### config.mk
export PLATFORM = sky130hd
export DESIGN_NAME = traffic_ctrl_n
export DESIGN_NICKNAME = d
export VERILOG_FILES = /design/src/rtl/traffic_ctrl_n.sv
export SDC_FILE = /design/constraint.sdc
export NUM_CORES = 1
export LEC_CHECK = 0
export CAP_MARGIN = 20
export CORE_MARGIN = 5
export CORE_UTILIZATION = 54
export DETAILED_ROUTE_END_ITERATION = 8
export GPL_TIMING_DRIVEN = 0
export HOLD_SLACK_MARGIN = 0.03
export MAX_ROUTING_LAYER = met4
export PLACE_DENSITY = 0.87
export SYNTH_ARGS = -nofsm -noshare
export SYNTH_HDL_FRONTEND = slang
export SYNTH_SLANG_ARGS = --single-unit
### constraint.sdc
create_clock -name clk -period 2.2 [get_ports clk]
set_clock_uncertainty 0.1 [all_clocks]
set_input_delay 0.44 -clock clk [delete_from_list [all_inputs] [get_ports clk]]
set_output_delay 0.44 -clock clk [all_outputs]
set_load 0.1 [all_outputs]
### src/rtl/traffic_ctrl_n.sv
// N-approach round-robin traffic light controller with demand skipping,
// min/max green, gap-out, yellow, all-red clearance and optional red+yellow prep.
module traffic_ctrl_n #(
  parameter  int NUM_ROADS = 4,
  parameter  int MIN_GREEN = 5,
  parameter  int MAX_GREEN = 20,
  parameter  int YELLOW    = 3,
  parameter  int ALL_RED   = 1,
  parameter  int PREP      = 1,
  localparam int IDX_W     = ($clog2(NUM_ROADS) > 1) ? $clog2(NUM_ROADS) : 1
) (
  input  logic                   clk,
  input  logic                   reset,
  input  logic                   tick,
  input  logic [NUM_ROADS-1:0]   sensor,
  output logic [2*NUM_ROADS-1:0] light,
  output logic [IDX_W-1:0]       road_idx,
  output logic [1:0]             phase,
  output logic                   phase_chg
);

  localparam int MAX_D1  = (MAX_GREEN > YELLOW) ? MAX_GREEN : YELLOW;
  localparam int MAX_D2  = (MAX_D1 > ALL_RED) ? MAX_D1 : ALL_RED;
  localparam int MAX_DUR = (MAX_D2 > PREP) ? MAX_D2 : PREP;
  localparam int CNT_W   = $clog2(MAX_DUR) + 1;

  localparam logic [CNT_W-1:0] MIN_G_C   = CNT_W'(MIN_GREEN);
  localparam logic [CNT_W-1:0] MAX_G_C   = CNT_W'(MAX_GREEN);
  localparam logic [CNT_W-1:0] YEL_LAST  = CNT_W'(YELLOW - 1);
  localparam logic [CNT_W-1:0] AR_LAST   = CNT_W'(ALL_RED - 1);
  localparam logic [CNT_W-1:0] PREP_LAST = CNT_W'((PREP > 0) ? PREP - 1 : 0);
  localparam logic [IDX_W:0]   NR_C      = (IDX_W+1)'(NUM_ROADS);

  typedef enum logic [1:0] {
    PH_GREEN   = 2'b00,
    PH_YELLOW  = 2'b01,
    PH_ALL_RED = 2'b10,
    PH_PREP    = 2'b11
  } phase_t;

  phase_t             phase_q, phase_d;
  logic [IDX_W-1:0]   r_q, r_d;
  logic [IDX_W-1:0]   nxt_q, nxt_d;
  logic [CNT_W-1:0]   cnt_q, cnt_d;
  logic               chg_q;

  logic [CNT_W-1:0]     g;
  logic [NUM_ROADS-1:0] own;
  logic                 other_demand;
  logic [IDX_W-1:0]     pick;
  logic [IDX_W:0]       wrap_sum;
  logic [IDX_W-1:0]     lit_idx;
  logic [1:0]           lit_val;

  assign g = cnt_q + CNT_W'(1);

  // Round-robin search: scanning downward so the nearest demanding approach wins.
  always_comb begin
    // NOTE: every combinational output gets a default first so no path can infer a latch.
    own      = '0;
    own[r_q] = 1'b1;
    other_demand = |(sensor & ~own);

    wrap_sum = {1'b0, r_q} + (IDX_W+1)'(1);
    if (wrap_sum >= NR_C) wrap_sum = wrap_sum - NR_C;
    pick = wrap_sum[IDX_W-1:0];
    for (int k = NUM_ROADS - 1; k >= 1; k--) begin
      wrap_sum = {1'b0, r_q} + (IDX_W+1)'(k);
      if (wrap_sum >= NR_C) wrap_sum = wrap_sum - NR_C;
      if (sensor[wrap_sum[IDX_W-1:0]]) pick = wrap_sum[IDX_W-1:0];
    end
  end

  always_comb begin
    phase_d = phase_q;
    r_d     = r_q;
    nxt_d   = nxt_q;
    cnt_d   = cnt_q;
    if (tick) begin
      unique case (phase_q)
        PH_GREEN: begin
          if (g >= MIN_G_C && other_demand && (!sensor[r_q] || g >= MAX_G_C)) begin
            phase_d = PH_YELLOW;
            cnt_d   = '0;
          end else begin
            cnt_d = (g >= MAX_G_C) ? cnt_q : g;
          end
        end
        PH_YELLOW: begin
          if (cnt_q == YEL_LAST) begin
            phase_d = PH_ALL_RED;
            cnt_d   = '0;
          end else begin
            cnt_d = g;
          end
        end
        PH_ALL_RED: begin
          if (cnt_q == AR_LAST) begin
            nxt_d = pick;
            cnt_d = '0;
            if (PREP > 0) begin
              phase_d = PH_PREP;
            end else begin
              phase_d = PH_GREEN;
              r_d     = pick;
            end
          end else begin
            cnt_d = g;
          end
        end
        PH_PREP: begin
          if (cnt_q == PREP_LAST) begin
            phase_d = PH_GREEN;
            r_d     = nxt_q;
            cnt_d   = '0;
          end else begin
            cnt_d = g;
          end
        end
      endcase
    end
  end

  always_ff @(posedge clk or posedge reset) begin
    if (reset) begin
      phase_q <= PH_GREEN;
      r_q     <= '0;
      nxt_q   <= '0;
      cnt_q   <= '0;
      chg_q   <= 1'b0;
    end else begin
      // NOTE: sequential state uses non-blocking assignments so all registers update together.
      phase_q <= phase_d;
      r_q     <= r_d;
      nxt_q   <= nxt_d;
      cnt_q   <= cnt_d;
      chg_q   <= (phase_d != phase_q);
    end
  end

  // PREP shows red+yellow on the incoming approach, not the one being cleared.
  always_comb begin
    lit_idx = (phase_q == PH_PREP) ? nxt_q : r_q;
    unique case (phase_q)
      PH_GREEN:   lit_val = 2'b00;
      PH_YELLOW:  lit_val = 2'b01;
      PH_ALL_RED: lit_val = 2'b10;
      PH_PREP:    lit_val = 2'b01;
    endcase
    light = {NUM_ROADS{2'b10}};
    for (int i = 0; i < NUM_ROADS; i++) begin
      if (IDX_W'(i) == lit_idx) light[2*i +: 2] = lit_val;
    end
  end

  assign road_idx  = r_q;
  assign phase     = phase_q;
  assign phase_chg = chg_q;

endmodule

==> flow_summary.yaml, run 1 <==
pwr:
  p_leak_nw: 0.738
  power_density_nw_per_um2: 1370
  clockPowerShare_pct: 6.1
  power_frac_seq_pct: 16.8
  swShare_pct: 56.0
  total_power_w: 0.00258
  netSwitchingPower_w: 0.00145
  p_int_w: 0.00114
  power.share.combinational_pct: 77.2
  ir_drop_mv: 1.55
sta:
  max_freq_ghz: 0.445
  maxSlewHeadroom_pct: 36.1
  slew_viol_final: 0
  rsz0062_at_grt: "true"
  setup_ws_ns: -0.0492
  worst_slew_pin_slew_ns: 0.962
  finalCritPeriodShare_pct: 102
  worst_hold_slack_ns: 0.413
  hold_viol: 0
  finalCriticalPeriod_ns: 2.25
  finalSetupViolCount: 1
global_route:
  grt_pass1_vias: 1309
  antenna_found_initial: 0
  grt_max_degree: 14
  grt_util_all_layers_pct: 23.3
  grt_overflow: 0
  grt_pass1_wl_um: 6130
placement:
  dpl_worst_slack_ns: -0.815
  postPlaceCellArea_um2: 1660
  dp_hpwl_um: 2570
  gp_congestion: 0.822
  portBuffers: 19
synthesis:
  syn-cell-area_um2: 1320
  ys_top_cells_by_area: "dfrtp_1 25%, ha_1 7.6%, inv_1 3.4%, and2_1 2.8%, nand2_1 2.8%"
  yosysMostFrequentCell: "dfrtp_1"
  netlist.area_leader.share_pct: 24.7
  synthArstFlopShare_pct: 100
  synth-main-ff-cell: "dfrtp_1"
  yosysSeqAreaShare_pct: 24.7
  synth_area_per_cell_um2: 8.73
  synth_area_leader_cell: "dfrtp_1"
  synth_fp_nets: 166
  ys_top_cells_by_count: "13 x dfrtp_1, 12 x inv_1, 10 x nand2_1"
  synthCells: 151
  ys_seq_elements: 13
  synth_edf_count: 0
  netlist-cell-type-count: 58
  yosysWarnings: 0
die:
  initial_core_util_pct: 57.9
  die_w_um: 59.4
  io_pins: 20
  row_count: 17
  design.core.area_um2: 2280
  die_h_um: 59.4
  dieArea_um2: 3530
worst_setup_path:
  cp_max_fo: 7
  crit_slowest_cell: "dfrtp_4"
  cp_cell_sequence: "clkbuf_16, inv_6, or3_4, a21boi_4, buf_12"
  required_ns: 1.66
  crit_type: "reg2out"
  cp_top_family: "flip-flops"
  r2r_slack_ns: 0.06
  crit_arrival_ns: 1.71
  cp-start-kind: "flop"
  slowest_delay_ns: 0.44
  crit_buf_inv: 3
  endpoint_kind: "output port"
clock_network:
  clk_pin_slew_ns: 0.08
  cts_htree_levels: 1
  cts_made_buffers: 3
  cts.path.max_buffers: 2
  clockRootBuffer: "clkbuf_4"
  insertion_delay_ns: 0.28
  hold_buffers: 0
  cts_tree: "yes"
  clock-sinks: 13
drt:
  viasPerCell: 6.38
  drtIter0Drc: 58
  drcViolationCount: 0
  dr.pass1.iters: 7
  antenna_left: 0
  wl_per_cell_um: 17.7
  routed_wl_um: 3730
  vias: 1346
finish:
  fillCellCount: 125
  antenna_cells: 0
  finish.instance_area_um2: 1880
  fin_nets: 199
  drive_above_1_share_pct: 38.8
  area_delta_synth_final_pct: 42.6
worst_hold_path:
  hold_path.class: "in2async"
flow_run:
  drv_cap: 0
run_status:
  violations: "setup timing"
  outcome: "complete, but fails checks"
==> path summary, 6_finish.rpt <==
| check | start | end | cells after the start |
|---|---|---|---|
| setup / recovery | road_idx[1]$_DFFE_PP0P_ | light[6] | 5 |
| hold reg to reg | cnt_q[0]$_DFFE_PP0P_ | cnt_q[0]$_DFFE_PP0P_ | 1 |
| hold / removal | reset | cnt_q[3]$_DFFE_PP0P_ | 2 |
| min in group clk | cnt_q[0]$_DFFE_PP0P_ | cnt_q[0]$_DFFE_PP0P_ | 1 |
| max in group asynchronous | reset | phase[1]$_DFF_PP0_ | 2 |
| setup reg to reg | cnt_q[0]$_DFFE_PP0P_ | phase_chg$_DFF_PP0_ | 7 |
==> cell type report <==
type                            instances  area (um2)  share of cell area, %
Multi-Input combinational cell        118        1040                   55.1
Sequential cell                        13         343                   18.2
Timing Repair Buffer                   29         295                   15.7
Buffer                                  7        93.8                   4.99
Inverter                               12        50.0                   2.66
Tap cell                               28        35.0                   1.86
Clock buffer                            4        26.3                   1.40
==> metal layers <==
layer / wire length (um) / GRT usage [%] / part of all wire [%] / vias to the layer above
met5: 0 / - / 0 / -
met4: 78 / 7.77 / 2.1 / 0
met3: 149 / 3.92 / 4.0 / 15
met2: 1960 / 40.1 / 52 / 50
met1: 1550 / 27.1 / 41 / 651
li1: - / - / - / 630
==> registers in the layout (all words and copies together), names as in the netlist <==
name and count:
phase 2, phase_chg 1, nxt_q 2, road_idx 2
cnt_q 6
==> power by group through the flow <==
stage,Clock (W),Combinational [W],Sequential [W]
2_1_floorplan,0,0.00113,0.000653
3_3_place_gp,0,0.00162,0.000451
3_5_place_dp,0,0.00167,0.000458
4_1_cts,0.000156,0.00178,0.000449
5_1_grt,0.000174,0.00212,0.000446
6_report,0.000157,0.00199,0.000433
==> cells in the final DEF (no fill, tap or decap), types with 3 or more instances in the layout <==
| cell | Yosys | final |
|---|---|---|
| nor2_1 | 8 | 6 |
| buf_6 | 1 | 4 |
| clkdlybuf4s50_1 | 0 | 6 |
| and2_1 | 6 | 4 |
| dfrtp_1 | 13 | 7 |
| dfrtp_4 | 0 | 4 |
| nand3_1 | 6 | 6 |
| nand2_1 | 10 | 10 |
| dlygate4sd2_1 | 0 | 5 |
| inv_1 | 12 | 11 |
| o21ai_0 | 6 | 6 |
| or2_2 | 3 | 3 |
| nand4_1 | 3 | 3 |
| buf_12 | 0 | 3 |
| a21oi_1 | 7 | 5 |
| ha_1 | 8 | 7 |
| buf_4 | 2 | 11 |
| mux2_2 | 3 | 3 |
| or2b_1 | 4 | 4 |
| clkbuf_4 | 0 | 5 |
==> per-stage QoR <==
step | TNS (ns) | util, % | instances
after floorplan | -0.754 | - | 151
after global routing | -0.330 | 82.6 | 211
after global placement | -4.49 | 73.0 | 198
after CTS | -0.157 | 77.9 | 205
final | -0.0492 | 82.6 | 211
after detailed placement | -5.03 | 73.0 | 198
==> cell families (layout without fill, tap and decap cells) <==
| group | Yosys count | after routing | share of synthesized area (%) |
|---|---|---|---|
| simple gates | 55 | 55 | 24.9 |
| flops | 13 | 13 | 24.7 |
| mux | 5 | 5 | 5.03 |
| fa+ha+maj | 8 | 8 | 7.60 |
| compound gates | 48 | 48 | 29.6 |
| buf+inv | 20 | 52 | 6.84 |
| xor+xnor | 2 | 2 | 1.33 |
==> what timing repair did <==
| item | 4_1_cts | 5_1_grt |
|---|---|---|
| setup buffers | 4 | 6 |
| resized for setup | 71 | 17 |
| pin swaps | 2 | 7 |
| setup endpoints to repair | 19 | 12 |
(Power assumes the default switching activity.)
==> run 2: changes to the inputs <==
--- a/config.mk
+++ b/config.mk
@@ -5,7 +5,6 @@
 export SDC_FILE = /design/constraint.sdc
 export NUM_CORES = 1
 export LEC_CHECK = 0
-export CAP_MARGIN = 20
 export CORE_MARGIN = 5
 export CORE_UTILIZATION = 54
 export DETAILED_ROUTE_END_ITERATION = 8
==> results of run 2 <==
Final layout, timing and power as in run 1 (identical DEF).
==> run 3: changes to the inputs <==
--- a/config.mk
+++ b/config.mk
@@ -5,13 +5,14 @@
 export SDC_FILE = /design/constraint.sdc
 export NUM_CORES = 1
 export LEC_CHECK = 0
+export ABC_AREA = 1
 export CORE_MARGIN = 5
-export CORE_UTILIZATION = 54
+export CORE_UTILIZATION = 52
 export DETAILED_ROUTE_END_ITERATION = 8
 export GPL_TIMING_DRIVEN = 0
 export HOLD_SLACK_MARGIN = 0.03
 export MAX_ROUTING_LAYER = met4
-export PLACE_DENSITY = 0.87
+export PLACE_DENSITY = 0.86
 export SYNTH_ARGS = -nofsm -noshare
 export SYNTH_HDL_FRONTEND = slang
 export SYNTH_SLANG_ARGS = --single-unit
==> flow_summary.yaml, run 3 <==
drt:
  dr_wl_met3_um: 131
  wl_met1_um: 1500
  route.met2.wl_um: 1800
  routed_wl_um: 3530
  antenna_left: 0
  drcViolationCount: 0
  wl_per_cell_um: 15.7
  highest_layer: "met4"
  viasPerCell: 5.76
  dr.pass1.iters: 4
  drtIter0Drc: 78
  vias: 1297
finish:
  area_delta_synth_final_pct: 44.3
  antenna_cells: 0
  top_register: "cnt_q"
  fillCellCount: 133
  fin_nets: 214
  largest_register_ffs: 6
  final_cell_mix: "34 x nand2_1, 24 x inv_1, 17 x nand3_1"
  mostFrequentLayoutCell: "nand2_1"
  drive_above_1_share_pct: 30.3
sta:
  rsz0062_at_grt: "true"
  hold_viol: 0
  worst_slew_pin_slew_ns: 0.986
  finalSetupViolCount: 2
  max_freq_ghz: 0.439
  setup_ws_ns: -0.0773
  finalCriticalPeriod_ns: 2.28
  finalCritPeriodShare_pct: 104
  slew_viol_final: 0
  maxSlewHeadroom_pct: 34.5
synthesis:
  synthCells: 165
  synth-main-ff-cell: "dfrtp_1"
  synthArstFlopShare_pct: 100
  synth_edf_count: 0
  ys_top_cells_by_area: "dfrtp_1 29%, nand2_1 12%, inv_1 9.0%, ha_1 8.9%, nand3_1 8.4%"
  netlist-cell-type-count: 24
  synth_area_leader_cell: "dfrtp_1"
  syn-cell-area_um2: 1130
  yosysSeqAreaShare_pct: 28.8
  netlist.area_leader.share_pct: 28.8
  yosysMostFrequentCell: "nand2_1"
  synth_area_per_cell_um2: 6.84
  ys_top_cells_by_count: "35 x nand2_1, 27 x inv_1, 19 x nand3_1"
  ys_seq_elements: 13
  yosysWarnings: 0
  synth_fp_nets: 180
worst_setup_path:
  cp_max_fo: 5
  r2r_cells: 12
  crit_arrival_ns: 1.74
  cp-start-kind: "flop"
  endpoint_kind: "output port"
  required_ns: 1.66
  crit_type: "reg2out"
die:
  dieArea_um2: 3200
  row_count: 16
  die_h_um: 56.6
  initial_core_util_pct: 55.8
  die_w_um: 56.6
  design.core.area_um2: 2020
  io_pins: 20
global_route:
  grt_max_degree: 14
  antenna_found_initial: 0
  grt_pass1_wl_um: 5360
  grt_pass1_vias: 1179
  grt_overflow: 0
  grt_util_all_layers_pct: 21.6
placement:
  dpl_worst_slack_ns: -0.711
  dp_hpwl_um: 2270
  portBuffers: 19
  gp_congestion: 0.897
run_status:
  outcome: "complete, but fails checks"
  violations: "setup timing"
worst_hold_path:
  hold_path.class: "in2async"
clock_network:
  cts.path.max_buffers: 2
  cts_made_buffers: 3
  insertion_delay_ns: 0.29
  clk_pin_slew_ns: 0.10
  clockRootBuffer: "clkbuf_4"
  clock-sinks: 13
  hold_buffers: 0
  cts_htree_levels: 1
  cts_tree: "yes"
flow_run:
  drv_cap: 0
==> run 3: path summary, 6_finish.rpt <==
check	startpoint	endpoint	slack, ns
worst max-delay path	phase[0]$_DFF_PP0_	light[2]	-0.08
worst max register to register	road_idx[0]$_DFFE_PP0P_	cnt_q[0]$_DFFE_PP0P_	0.19
min in group clk	nxt_q[0]$_DFFE_PP0P_	nxt_q[0]$_DFFE_PP0P_	0.42
max in group asynchronous	reset	phase[0]$_DFF_PP0_	1.24
worst min-delay path	reset	cnt_q[2]$_DFFE_PP0P_	0.37
worst min register to register	nxt_q[0]$_DFFE_PP0P_	nxt_q[0]$_DFFE_PP0P_	0.42
==> run 3: logic make-up (layout without fill, tap and decap cells) <==
logic type               count (synthesis)  count (layout)  synth area share [%]
AND/OR/NAND/NOR                         85              85                  35.7
buffers and inverters                   31              64                  11.6
AO/OA/AOI/OAI                           26              26                  13.4
flip-flops                              13              13                  28.8
adder cells (fa/ha/maj)                  8               8                  8.87
XOR/XNOR                                 2               2                  1.55
==> run 3: worst max-delay path, stage by stage, from the launching register on <==
cell and delay, ns:
dfrtp_4 0.54, nand2_8 0.12, nor2_4 0.05, a21oi_4 0.19
inv_4 0.09, nor3_4 0.24, buf_12 0.21
==> run 3: metrics by stage <==
stage	TNS, ns	hold WS (ns)	area (um2)	instances	util (%)
3_5_place_dp	-4.75	0.387	1480	211	73.0
5_1_grt	-0.220	0.425	1630	225	80.6
3_3_place_gp	-4.53	0.370	1480	211	73.0
2_1_floorplan	-1.51	0.217	1250	165	-
4_1_cts	-0.0339	0.404	1560	222	77.3
6_report	-0.121	0.372	1630	225	80.6
==> run 3: what timing repair did <==
action | in CTS | in global routing
setup buffers | 7 | 3
pin swaps | 1 | 2
hold endpoints to repair | 0 | 0
setup endpoints to repair | 13 | 10
resized for setup | 64 | 13
==> run 3: per-layer routing <==
layer / vias to the layer above / global-route usage (%)
met1: 622 / 26.5
met5: - / -
met3: 15 / 2.98
met2: 51 / 36.0
li1: 609 / -
met4: 0 / 7.80
==> run 3: area by class of cell <==
class	instances	area [um2]	share of cell area (%)
buffer	3	33.8	2.07
tap	27	33.8	2.07
clock buffer	3	22.5	1.38
clock inverter	1	5.00	0.307
inverter	28	110	6.76
multi-input combinational	121	781	47.9
sequential	13	338	20.7
timing repair buffer	29	305	18.7
Power of run 3 is not shown: default switching activity piles up to over one toggle a cycle in this logic, so the estimate is an artifact.
